==> src/rtl/alu_arbiter_pkg.sv <==
// Shared types for the two-requester ALU arbiter: function codes, FSM states, captured request.
// No logic; constants and types only.
// No flow control of its own.
package alu_arbiter_pkg;

    localparam int DATA_W = 8;

    typedef enum logic [2:0] {
        FN_NOP = 3'd0,
        FN_ADD = 3'd1,
        FN_SUB = 3'd2,
        FN_AND = 3'd3,
        FN_OR  = 3'd4,
        FN_XOR = 3'd5
    } func_t;

    typedef enum logic [1:0] {
        ST_IDLE = 2'd0,
        ST_EXEC = 2'd1,
        ST_RESP = 2'd2
    } state_t;

    typedef struct packed {
        logic [DATA_W-1:0] op1;
        logic [DATA_W-1:0] op2;
        logic [2:0]        func;
        logic              id;
    } req_t;

endpackage

==> src/rtl/alu_arbiter_alu.sv <==
// Combinational 8-bit ALU with zero/sign/signed-overflow flags.
// Latency: zero cycles.
// Backpressure: none, purely combinational.
module alu_arbiter_alu
    import alu_arbiter_pkg::*;
(
    input  logic [DATA_W-1:0] op1,
    input  logic [DATA_W-1:0] op2,
    input  logic [2:0]        func,
    output logic [DATA_W-1:0] result,
    output logic              zero,
    output logic              sign,
    output logic              ovf
);

    always_comb begin
        result = '0;
        ovf    = 1'b0;
        case (func)
            FN_ADD: begin
                result = op1 + op2;
                ovf    = (op1[DATA_W-1] == op2[DATA_W-1]) && (result[DATA_W-1] != op1[DATA_W-1]);
            end
            FN_SUB: begin
                result = op1 - op2;
                ovf    = (op1[DATA_W-1] != op2[DATA_W-1]) && (result[DATA_W-1] != op1[DATA_W-1]);
            end
            FN_AND:  result = op1 & op2;
            FN_OR:   result = op1 | op2;
            FN_XOR:  result = op1 ^ op2;
            default: ;  // unused codes yield a clean zero result
        endcase
    end

    assign zero = (result == '0);
    assign sign = result[DATA_W-1];

endmodule

==> src/rtl/alu_arbiter.sv <==
// Round-robin arbiter sharing one ALU between two requesters (IDLE -> EXEC -> RESP).
// Latency: rsp valid two cycles after the handshake; one operation per three cycles.
// Backpressure: ready is offered only in IDLE to a single winner; responses cannot be stalled.
module alu_arbiter
    import alu_arbiter_pkg::*;
(
    input  logic              clk,
    input  logic              reset,
    input  logic              req0_valid,
    input  logic [DATA_W-1:0] req0_op1,
    input  logic [DATA_W-1:0] req0_op2,
    input  logic [2:0]        req0_func,
    output logic              req0_ready,
    input  logic              req1_valid,
    input  logic [DATA_W-1:0] req1_op1,
    input  logic [DATA_W-1:0] req1_op2,
    input  logic [2:0]        req1_func,
    output logic              req1_ready,
    output logic              rsp0_valid,
    output logic              rsp1_valid,
    output logic [DATA_W-1:0] rsp_result,
    output logic              rsp_zero,
    output logic              rsp_sign,
    output logic              rsp_ovf,
    output logic              busy
);

    state_t            state;
    req_t              cap;
    logic              last_gnt;
    logic              gnt_id;
    logic              take;
    logic [DATA_W-1:0] alu_result;
    logic              alu_zero;
    logic              alu_sign;
    logic              alu_ovf;

    // Contention goes to whoever was not served last; a lone requester always wins.
    assign gnt_id     = (req0_valid && req1_valid) ? ~last_gnt : req1_valid;
    assign take       = (state == ST_IDLE) && !reset && (req0_valid || req1_valid);
    assign req0_ready = take && !gnt_id;
    assign req1_ready = take && gnt_id;
    assign busy       = (state != ST_IDLE);

    alu_arbiter_alu u_alu (
        .op1    (cap.op1),
        .op2    (cap.op2),
        .func   (cap.func),
        .result (alu_result),
        .zero   (alu_zero),
        .sign   (alu_sign),
        .ovf    (alu_ovf)
    );

    always_ff @(posedge clk) begin
        if (reset) begin
            state      <= ST_IDLE;
            cap        <= '0;
            last_gnt   <= 1'b1;
            rsp0_valid <= 1'b0;
            rsp1_valid <= 1'b0;
            rsp_result <= '0;
            rsp_zero   <= 1'b0;
            rsp_sign   <= 1'b0;
            rsp_ovf    <= 1'b0;
        end else begin
            rsp0_valid <= 1'b0;
            rsp1_valid <= 1'b0;
            case (state)
                ST_IDLE: begin
                    if (take) begin
                        cap.op1  <= gnt_id ? req1_op1  : req0_op1;
                        cap.op2  <= gnt_id ? req1_op2  : req0_op2;
                        cap.func <= gnt_id ? req1_func : req0_func;
                        cap.id   <= gnt_id;
                        state    <= ST_EXEC;
                    end
                end
                ST_EXEC: begin
                    rsp_result <= alu_result;
                    rsp_zero   <= alu_zero;
                    rsp_sign   <= alu_sign;
                    rsp_ovf    <= alu_ovf;
                    rsp0_valid <= !cap.id;
                    rsp1_valid <= cap.id;
                    state      <= ST_RESP;
                end
                ST_RESP: begin
                    last_gnt <= cap.id;
                    state    <= ST_IDLE;
                end
                default: state <= ST_IDLE;
            endcase
        end
    end

endmodule

==> config.mk <==
export PLATFORM = sky130hd
export DESIGN_NAME = alu_arbiter
export DESIGN_NICKNAME = d
export VERILOG_FILES = /design/src/rtl/alu_arbiter_pkg.sv /design/src/rtl/alu_arbiter_alu.sv /design/src/rtl/alu_arbiter.sv
export SDC_FILE = /design/constraint.sdc
export NUM_CORES = 1
export LEC_CHECK = 0
export ABC_CLOCK_PERIOD_IN_PS = 3200
export CAP_MARGIN = 25
export CORE_MARGIN = 10
export CORE_UTILIZATION = 50
export DETAILED_ROUTE_END_ITERATION = 10
export DONT_BUFFER_PORTS = 1
export GPL_TIMING_DRIVEN = 1
export PLACE_DENSITY = 0.77
export SLEW_MARGIN = 20
export SYNTH_ARGS = -nofsm -noshare
export SYNTH_HDL_FRONTEND = slang
export SYNTH_SLANG_ARGS = --single-unit
==> constraint.sdc <==
create_clock -name clk -period 3.2 [get_ports clk]
set_clock_uncertainty 0.15 [all_clocks]
set_input_delay 0.96 -clock clk [delete_from_list [all_inputs] [get_ports clk]]
set_output_delay 0.96 -clock clk [all_outputs]
set_load 0.005 [all_outputs]
==> impl_metrics.env, run 1 <==
export IMPL_dr_pass1_iters=5
export IMPL_crit_top_cell="or2_2"
export IMPL_powerDensity_mw_per_mm2=503
export IMPL_worst_pin_slew_ps=708
export IMPL_power_total_mw=1.37
export IMPL_startpoint_type="register"
export IMPL_grt_max_degree=40
export IMPL_rows=26
export IMPL_path_cells="or2_2, or2_2, nor3_1"
export IMPL_ctsHtreeMaxLevel=2
export IMPL_synth_async_reset_ratio_pct=0
export IMPL_synth_area_leaders="dfxtp_1, ha_1, mux2i_1"
export IMPL_synth_mux_area_share_pct=7.74
export IMPL_drcViolationCount=0
export IMPL_slew_headroom_pct=52.7
export IMPL_dpl_hpwl_microns=4720
export IMPL_yosys_area_share_simple_pct=20.8
export IMPL_antenna_found_initial=0
export IMPL_cts_buffer_depth=2
export IMPL_setup_viol=0
export IMPL_synth_top_family_by_area="compound AO/OA/AOI/OAI gates"
export IMPL_synth_fa_ha_area_share_pct=12.6
export IMPL_drt_iter0_markers=222
export IMPL_cts_resized=0
export IMPL_top_level_ports=58
export IMPL_finalHoldViolations=0
export IMPL_ys_seq_area_share_pct=26.9
export IMPL_gp_congestion=0.934
export IMPL_fin_hold_ws_ps=323
export IMPL_die_w_microns=92.1
export IMPL_end_kind="output pin"
export IMPL_cts_made_buffers=5
export IMPL_synth_edf_count=0
export IMPL_wl_per_cell_microns=16.0
export IMPL_synth_main_ff_cell="dfxtp_1"
export IMPL_vias=2278
export IMPL_synth_cell_types=58
export IMPL_synth_area_leader_cell="dfxtp_1"
export IMPL_layout_area_overhead_vs_synth_pct=4.47
export IMPL_setup_tns_ps=0
export IMPL_synth_top_cell_area_share_pct=26.9
export IMPL_total_leakage_power_nw=1.03
export IMPL_viasPerCell=6.01
export IMPL_max_stage_delay_ps=350
export IMPL_grt_usage_pct=13.8
export IMPL_cts_sinks=35
export IMPL_die_h_microns=92.1
export IMPL_coreArea_sq_mm=0.00507
export IMPL_cts_root_buf="clkbuf_8"
export IMPL_syn_area_per_cell_sq_um=8.15
export IMPL_yosys_warnings=0
export IMPL_maxCapViolations=0
export IMPL_grt_pass1_wl_microns=9920
export IMPL_post_place_cells=371
export IMPL_cp_slowest_cell="or2_2"
export IMPL_grt_ovfl_total=0
export IMPL_wirelength_microns=6050
export IMPL_ys_ff_latch=35
export IMPL_synth_xor_area_share_pct=0.673
export IMPL_cts_tree="built"
export IMPL_cp_required_ps=2090
export IMPL_initial_utilization_pct=51.3
export IMPL_port_buffers=0
export IMPL_grt_pass1_vias=2183
export IMPL_synth_compound_area_share_pct=24.1
export IMPL_cp_max_fo=4
export IMPL_die_area_sq_mm=0.00849
export IMPL_max_freq_ghz=0.368
export IMPL_detail_route_antenna_nets=0
export IMPL_min_period_ps=2720
export IMPL_post_route_util_pct=53.6
export IMPL_syn_cell_area_sq_mm=0.00260
export IMPL_peakVddDrop_mv=0.306
export IMPL_rsz0062_at_grt="no"
export IMPL_stdcell_count=379
export IMPL_maxSlewViolCount=0
export IMPL_post_cts_buffers=0
export IMPL_syn_nets=386
export IMPL_clk_pin_slew_worst_paths_ps=70
export IMPL_diodes=0
export IMPL_drive_above_1_share_pct=9.39
export IMPL_finalCritPeriodShare_pct=85.0
export IMPL_synthCells=319
export IMPL_cts_hold_buf=0
export IMPL_hp_class="reg2reg"
export IMPL_worstSkewPairLatency_ps=280
export IMPL_path_class="reg2out"
export IMPL_cp_arrival_ps=1610
export IMPL_outcome="completed"
export IMPL_nNetsFinal=375
## per-layer routing
metal	routed length, microns	vias up	GRT usage [%]
li1	-	1118	-
met1	2670	1032	16.7
met2	2690	110	21.1
met3	466	18	4.56
met4	215	0	7.46
met5	0	-	1.19
## logic make-up (layout without fill, tap and decap cells)
kind of cell	after synthesis	count (layout)
simple gates	109	109
flops	35	35
fa+ha+maj	25	25
xor+xnor	2	2
mux	20	20
compound gates	85	85
buf+inv	43	33
## synthesized netlist by cell type, types with 5 or more instances
library cell	instances
o22ai_1	6
o21ai_0	8
ha_1	23
nand2_1	18
nor2_1	42
a21oi_1	12
nor4_1	7
nor3_1	10
nor2b_1	7
mux2i_1	19
nand2b_1	7
dfxtp_1	35
a211oi_1	24
a22oi_1	5
inv_1	21
clkbuf_1	11
buf_2	5
## where the power goes
part           switching, mW  internal (mW)  leakage (nW)
Sequential            0.0527          0.479         0.289
Combinational          0.287          0.197         0.686
Clock                  0.156          0.196        0.0505
## worst paths after layout
check        slack (ps)  startpoint    endpoint  cells past startpoint
max                 480    state[0]  req0_ready                      3
min                 320      cap[0]  rsp0_valid                      1
max reg2reg         530     cap[12]    rsp_zero                     10
min reg2reg         320      cap[0]  rsp0_valid                      1
## metrics by stage
| step | setup WS, ps | instance area, sq um |
|---|---|---|
| detailed placement | 466 | 2610 |
| global placement | 488 | 2610 |
| finish | 479 | 2720 |
| floorplan | 220 | 2600 |
| global route | 368 | 2720 |
| CTS | 449 | 2720 |
## registers in the layout (all words and copies together) (netlist names)
name	count
cap	20
last_gnt	1
rsp0_valid	1
rsp1_valid	1
rsp_ovf	1
rsp_result	8
rsp_zero	1
state	2
## critical path, delay by kind of cell, from the launching register on
family	cells	cell delay, ps
AND/OR/NAND/NOR	3	1000
flip-flops	1	330
## cell type report
cell class	count	area, sq um
Tap cell	70	87.6
Sequential cell	35	701
Multi-Input combinational cell	241	1720
Timing Repair Buffer	3	22.5
Clock inverter	1	7.51
Inverter	22	82.6
Clock buffer	7	96.3
Fill cell	493	2360
## cell usage in the layout, fill, tap and decap left out, types with 3 or more instances in the layout
master	Yosys	layout
dfxtp_1	35	35
a31oi_1	3	3
and2_1	3	3
nand2b_1	7	7
nor2_1	42	41
a21oi_1	12	12
ha_1	23	23
o21ai_0	8	8
mux2i_1	19	19
nor2b_1	7	7
nor4_1	7	7
nand2_1	18	18
buf_4	3	3
nor3_1	10	10
o22ai_1	6	6
clkbuf_8	0	7
a22oi_1	5	5
inv_1	21	21
nor3b_1	3	3
a211oi_1	24	24
(Power assumes the default switching activity.)
==> run 2: changes to the inputs <==
Settings changed: GPL_ROUTABILITY_DRIVEN from default to 0.
==> run 2 against run 1 <==
Compared with the run above:
- via count decreased by 0.70%
- register-to-register slack worse by 90 ps
- setup slack got worse by 42 ps
- combinational power down 1%
- routed wire length is 1.6% higher
- core utilization is essentially flat
- die area unchanged
- clock-buffer cell count is 2 lower
- sequential share of layout area hardly changed
- cell count fell by 0.26%
- critical path depth is 6 higher
- largest power group unchanged
- highest routed layer unchanged
==> impl_metrics.env, run 2 (same netlist as run 1, synthesis figures left out) <==
export IMPL_total_leakage_power_nw=1.03
export IMPL_cts_resized=0
export IMPL_wirelength_microns=6150
export IMPL_die_area_sq_mm=0.00849
export IMPL_finalHoldViolations=0
export IMPL_layout_area_overhead_vs_synth_pct=4.52
export IMPL_reg2reg_setup_slack_ps=440
export IMPL_drive_above_1_share_pct=9.09
export IMPL_most_common_layout_cells="nor2_1, dfxtp_1, a211oi_1, ha_1, inv_1"
export IMPL_cp_arrival_ps=2770
export IMPL_port_buffers=0
export IMPL_cp_depth=9
export IMPL_path_class="reg2reg"
export IMPL_largest_register_ffs=20
export IMPL_path_cells="inv_1, ha_1, a2111oi_0, o21ai_0, nand2_1, nor2_1, o32ai_1, o221a_2, a211oi_1"
export IMPL_fin_hold_ws_ps=332
export IMPL_largest_register="cap"
export IMPL_whs_path_depth=2
export IMPL_top_level_ports=58
export IMPL_min_period_ps=2760
export IMPL_die_w_microns=92.1
export IMPL_dpl_worst_slack_ps=484
export IMPL_cts_buffer_depth=2
export IMPL_setup_viol=0
export IMPL_rsz0062_at_grt="no"
export IMPL_reg_largest_list="cap (20), rsp_result (8), state (2)"
export IMPL_cts_root_buf="clkbuf_8"
export IMPL_drt_iter0_markers=309
export IMPL_powerDensity_mw_per_mm2=520
export IMPL_dpl_hpwl_microns=4800
export IMPL_clk_pin_slew_worst_paths_ps=80
export IMPL_dr_pass1_iters=4
export IMPL_detail_route_antenna_nets=0
export IMPL_nNetsFinal=374
export IMPL_die_h_microns=92.1
export IMPL_coreArea_sq_mm=0.00507
export IMPL_post_route_util_pct=53.6
export IMPL_fillers=509
export IMPL_ctsHtreeMaxLevel=2
export IMPL_max_freq_ghz=0.362
export IMPL_grt_pass1_vias=2260
export IMPL_slew_headroom_pct=51.9
export IMPL_rows=26
export IMPL_critPathTopFamily="compound AO/OA/AOI/OAI gates"
export IMPL_rr_worst_depth=9
export IMPL_setup_tns_ps=0
export IMPL_cts_hold_buf=0
export IMPL_finalCritPeriodShare_pct=86.3
export IMPL_startpoint_type="register"
export IMPL_peakVddDrop_mv=0.332
export IMPL_grt_max_degree=40
export IMPL_grt_usage_pct=14.6
export IMPL_cts_tree="built"
export IMPL_end_kind="register"
export IMPL_viasPerCell=5.98
export IMPL_maxCapViolations=0
export IMPL_grt_pass1_wl_microns=10400
export IMPL_final_common_cell="nor2_1"
export IMPL_cp_required_ps=3210
export IMPL_worst_pin_slew_ps=721
export IMPL_fin_ws_ps=438
export IMPL_post_cts_buffers=0
export IMPL_maxSlewViolCount=0
export IMPL_wl_per_cell_microns=16.3
export IMPL_grt_ovfl_total=0
export IMPL_cts_sinks=35
export IMPL_cp_slowest_cell="a2111oi_0"
export IMPL_worst_path_buf_inv=1
export IMPL_outcome="completed"
export IMPL_vias=2262
export IMPL_antenna_found_initial=0
export IMPL_cp_max_fo=11
export IMPL_max_stage_delay_ps=570
export IMPL_initial_utilization_pct=51.3
export IMPL_drcViolationCount=0
export IMPL_cts_made_buffers=5
export IMPL_hp_class="reg2reg"
export IMPL_diodes=0
export IMPL_worstSkewPairLatency_ps=290
## run 2: changes by cell type in the layout (fill, tap and decap cells not counted)
cell / before / now
clkinv_4: 0 / 1
clkinv_2: 0 / 1
bufinv_16: 0 / 1
buf_4: 3 / 2
clkbuf_8: 7 / 5
clkinvlp_4: 1 / 0
## run 2: layout make-up
cell class	instances	area, sq um	share of cell area (%)
Inverter	22	82.6	3.04
Tap cell	70	87.6	3.22
Clock inverter	3	43.8	1.61
Clock buffer	5	68.8	2.53
Sequential cell	35	701	25.8
Timing Repair Buffer	2	15.0	0.552
Multi-Input combinational cell	241	1720	63.3
## run 2: worst min-delay path: stages (launching register included)
cell     delay [ps]
dfxtp_1         330
nand2_1          60
a21oi_1          50
## run 2: layer usage
metal / up-vias / track usage [%] / part of all wire (%) / wire length (microns)
met2: 85 / 22.5 / 46 / 2840
met1: 1037 / 17.7 / 45 / 2740
li1: 1126 / - / - / -
met5: - / 0 / 0 / 0
met4: 0 / 8.48 / 3.3 / 202
met3: 14 / 3.91 / 5.9 / 364
## run 2: path summary, 6_finish.rpt
path | startpoint | end
setup / recovery | cap[16] | rsp_result[7]
hold / removal | rsp_result[0] | rsp_result[0]
setup reg to reg | cap[16] | rsp_result[7]
hold reg to reg | rsp_result[0] | rsp_result[0]
## run 2: stage by stage
step	total power, mW	cells	cell area (sq um)
after floorplan	0.933	319	2600
after global placement	1.00	370	2610
after detailed placement	1.01	370	2610
after CTS	1.41	378	2720
after global routing	1.51	378	2720
final	1.41	378	2720
## run 2: where the power goes
part / switching (mW) / leakage (nW) / internal, mW
combinational: 0.282 / 0.681 / 0.196
clock: 0.169 / 0.0581 / 0.232
sequential: 0.0556 / 0.289 / 0.479
==> run 3: changes to the inputs <==
Settings changed: ABC_CLOCK_PERIOD_IN_PS 3200 to 2600, CTS_CLUSTER_DIAMETER from default to 50, PLACE_DENSITY 0.77 to default.
Clock period 3.2 ns to 2.6 ns, I/O delays scaled along.
==> run 3 against run 2 <==
Compared with the run above:
- hold slack got worse by 8.8 ps
- global-route usage increased by 1.4 points
- cell count rose by 6.6%
- register-to-register slack worse by 380 ps
- first-iteration DRC count fell by 34%
- combinational power grew 46%
- power rose by 30%
- critical path depth shrank 1
- critical path type unchanged
- largest power group is now combinational logic
- highest routed layer unchanged
==> impl_metrics.env, run 3 (same netlist as run 1, synthesis figures left out) <==
export IMPL_layout_area_overhead_vs_synth_pct=14.2
export IMPL_vias=2356
export IMPL_maxCapViolations=0
export IMPL_wl_per_cell_microns=16.4
export IMPL_most_common_layout_cells="nor2_1, dfxtp_1, buf_4, a211oi_1"
export IMPL_cts_root_buf="clkbuf_8"
export IMPL_clk_pin_slew_worst_paths_ps=70
export IMPL_detail_route_antenna_nets=0
export IMPL_critPathTopFamily="compound AO/OA/AOI/OAI gates"
export IMPL_path_cells="ha_4, fa_2, mux2_1, a221o_1, o21ai_1, nand4_1, nor4b_2, a22o_1"
export IMPL_total_leakage_power_nw=1.15
export IMPL_stdcell_count=403
export IMPL_end_kind="register"
export IMPL_powerDensity_mw_per_mm2=617
export IMPL_combPwrFrac_pct=38.2
export IMPL_peakVddDrop_mv=0.442
export IMPL_die_h_microns=92.1
export IMPL_cp_required_ps=2690
export IMPL_dpl_worst_slack_ps=-9.65
export IMPL_post_place_cells=391
export IMPL_p_clk_share_pct=26.6
export IMPL_cell_internal_pwr_mw=1.18
export IMPL_worst_path_buf_inv=0
export IMPL_rows=26
export IMPL_hold_start="rsp_result[0]"
export IMPL_startpoint_type="register"
export IMPL_cts_tree="built"
export IMPL_min_period_ps=2550
export IMPL_rsz0062_at_grt="yes"
export IMPL_largest_register_ffs=20
export IMPL_top_level_ports=58
export IMPL_port_buffers=0
export IMPL_cts_made_buffers=5
export IMPL_cp_startpoint="cap[4]"
export IMPL_largest_register="cap"
export IMPL_worstSkewPairLatency_ps=290
export IMPL_max_stage_delay_ps=430
export IMPL_finalHoldViolations=0
export IMPL_setup_viol=0
export IMPL_netSwitchingFraction_pct=35.4
export IMPL_finalCritPeriodShare_pct=97.9
export IMPL_die_w_microns=92.1
export IMPL_dpl_hpwl_microns=5250
export IMPL_cts_buffer_depth=2
export IMPL_cp_arrival_ps=2630
export IMPL_drt_iter0_markers=203
export IMPL_dr_pass1_iters=4
export IMPL_hp_class="reg2reg"
export IMPL_final_common_cell="nor2_1"
export IMPL_fillers=505
export IMPL_slew_headroom_pct=55.2
export IMPL_setup_tns_ps=0
export IMPL_pwr_share_seq_pct=35.2
export IMPL_max_freq_ghz=0.393
export IMPL_cp_slowest_cell="fa_2"
export IMPL_nNetsFinal=399
export IMPL_grt_ovfl_total=0
export IMPL_antenna_found_initial=0
export IMPL_coreArea_sq_mm=0.00507
export IMPL_die_area_sq_mm=0.00849
export IMPL_cp_max_fo=4
export IMPL_reg_largest_list="cap (20), rsp_result (8), state (2)"
export IMPL_grt_usage_pct=15.9
export IMPL_viasPerCell=5.85
export IMPL_path_class="reg2reg"
export IMPL_rr_startpoint="cap[4]"
export IMPL_grt_pass1_vias=2399
export IMPL_p_switching_mw=0.648
export IMPL_grt_max_degree=40
export IMPL_fin_ws_ps=53.8
export IMPL_diodes=0
export IMPL_initial_utilization_pct=51.3
export IMPL_ctsHtreeMaxLevel=2
export IMPL_cts_sinks=35
export IMPL_maxSlewViolCount=0
export IMPL_outcome="completed"
export IMPL_wirelength_microns=6630
export IMPL_drive_above_1_share_pct=20.7
export IMPL_worst_pin_slew_ps=671
export IMPL_fin_hold_ws_ps=323
export IMPL_drcViolationCount=0
export IMPL_grt_pass1_wl_microns=11400
## run 3: stage by stage
| step | utilization, % | area, sq um | power (mW) |
|---|---|---|---|
| 2_1_floorplan | - | 2600 | 1.15 |
| 5_1_grt | 58.5 | 2970 | 1.96 |
| 3_5_place_dp | 54.5 | 2760 | 1.31 |
| 6_report | 58.5 | 2970 | 1.83 |
| 4_1_cts | 56.8 | 2880 | 1.81 |
| 3_3_place_gp | 54.5 | 2760 | 1.31 |
## run 3: path summary, 6_finish.rpt
kind              slack, ps  cells after the start            end
setup / recovery         50                      8       rsp_zero
hold / removal          320                      2  rsp_result[0]
setup reg to reg         50                      8       rsp_zero
hold reg to reg         320                      2  rsp_result[0]
## run 3: per-layer routing
metal / global-route usage (%) / vias to the layer above / wire length [microns]
li1: - / 1174 / -
met1: 22.2 / 1071 / 3230
met5: 0 / - / 0
met4: 5.78 / 0 / 142
met3: 4.24 / 15 / 479
met2: 22.8 / 96 / 2770
## run 3: layout make-up
cell class | instances | area, sq um | area share [%]
clock inverters | 3 | 43.8 | 1.47
flip-flops and latches | 35 | 711 | 23.9
multi-input cells | 241 | 1770 | 59.7
inverters | 22 | 82.6 | 2.78
repair buffers | 27 | 203 | 6.82
clock buffers | 5 | 68.8 | 2.32
well taps | 70 | 87.6 | 2.95
## run 3: worst min-delay path, delay by kind of cell, from the launching register on
kind,cells,cell delay (ps)
simple gates,1,60
compound gates,1,50
flops,1,330
## run 3: power groups by stage
stage | Clock (mW) | Combinational, mW | Sequential, mW
detailed placement | 0 | 0.660 | 0.654
CTS | 0.500 | 0.669 | 0.642
global route | 0.524 | 0.783 | 0.656
finish | 0.488 | 0.699 | 0.645
global placement | 0 | 0.653 | 0.652
floorplan | 0 | 0.510 | 0.638
## run 3: repair_timing
item	in CTS	in global routing
hold buffers	0	0
pin swaps	1	11
buffers inserted	0	4
cloned	0	0
hold endpoints to repair	0	0
gates resized for setup	2	20
setup endpoints to repair	1	3
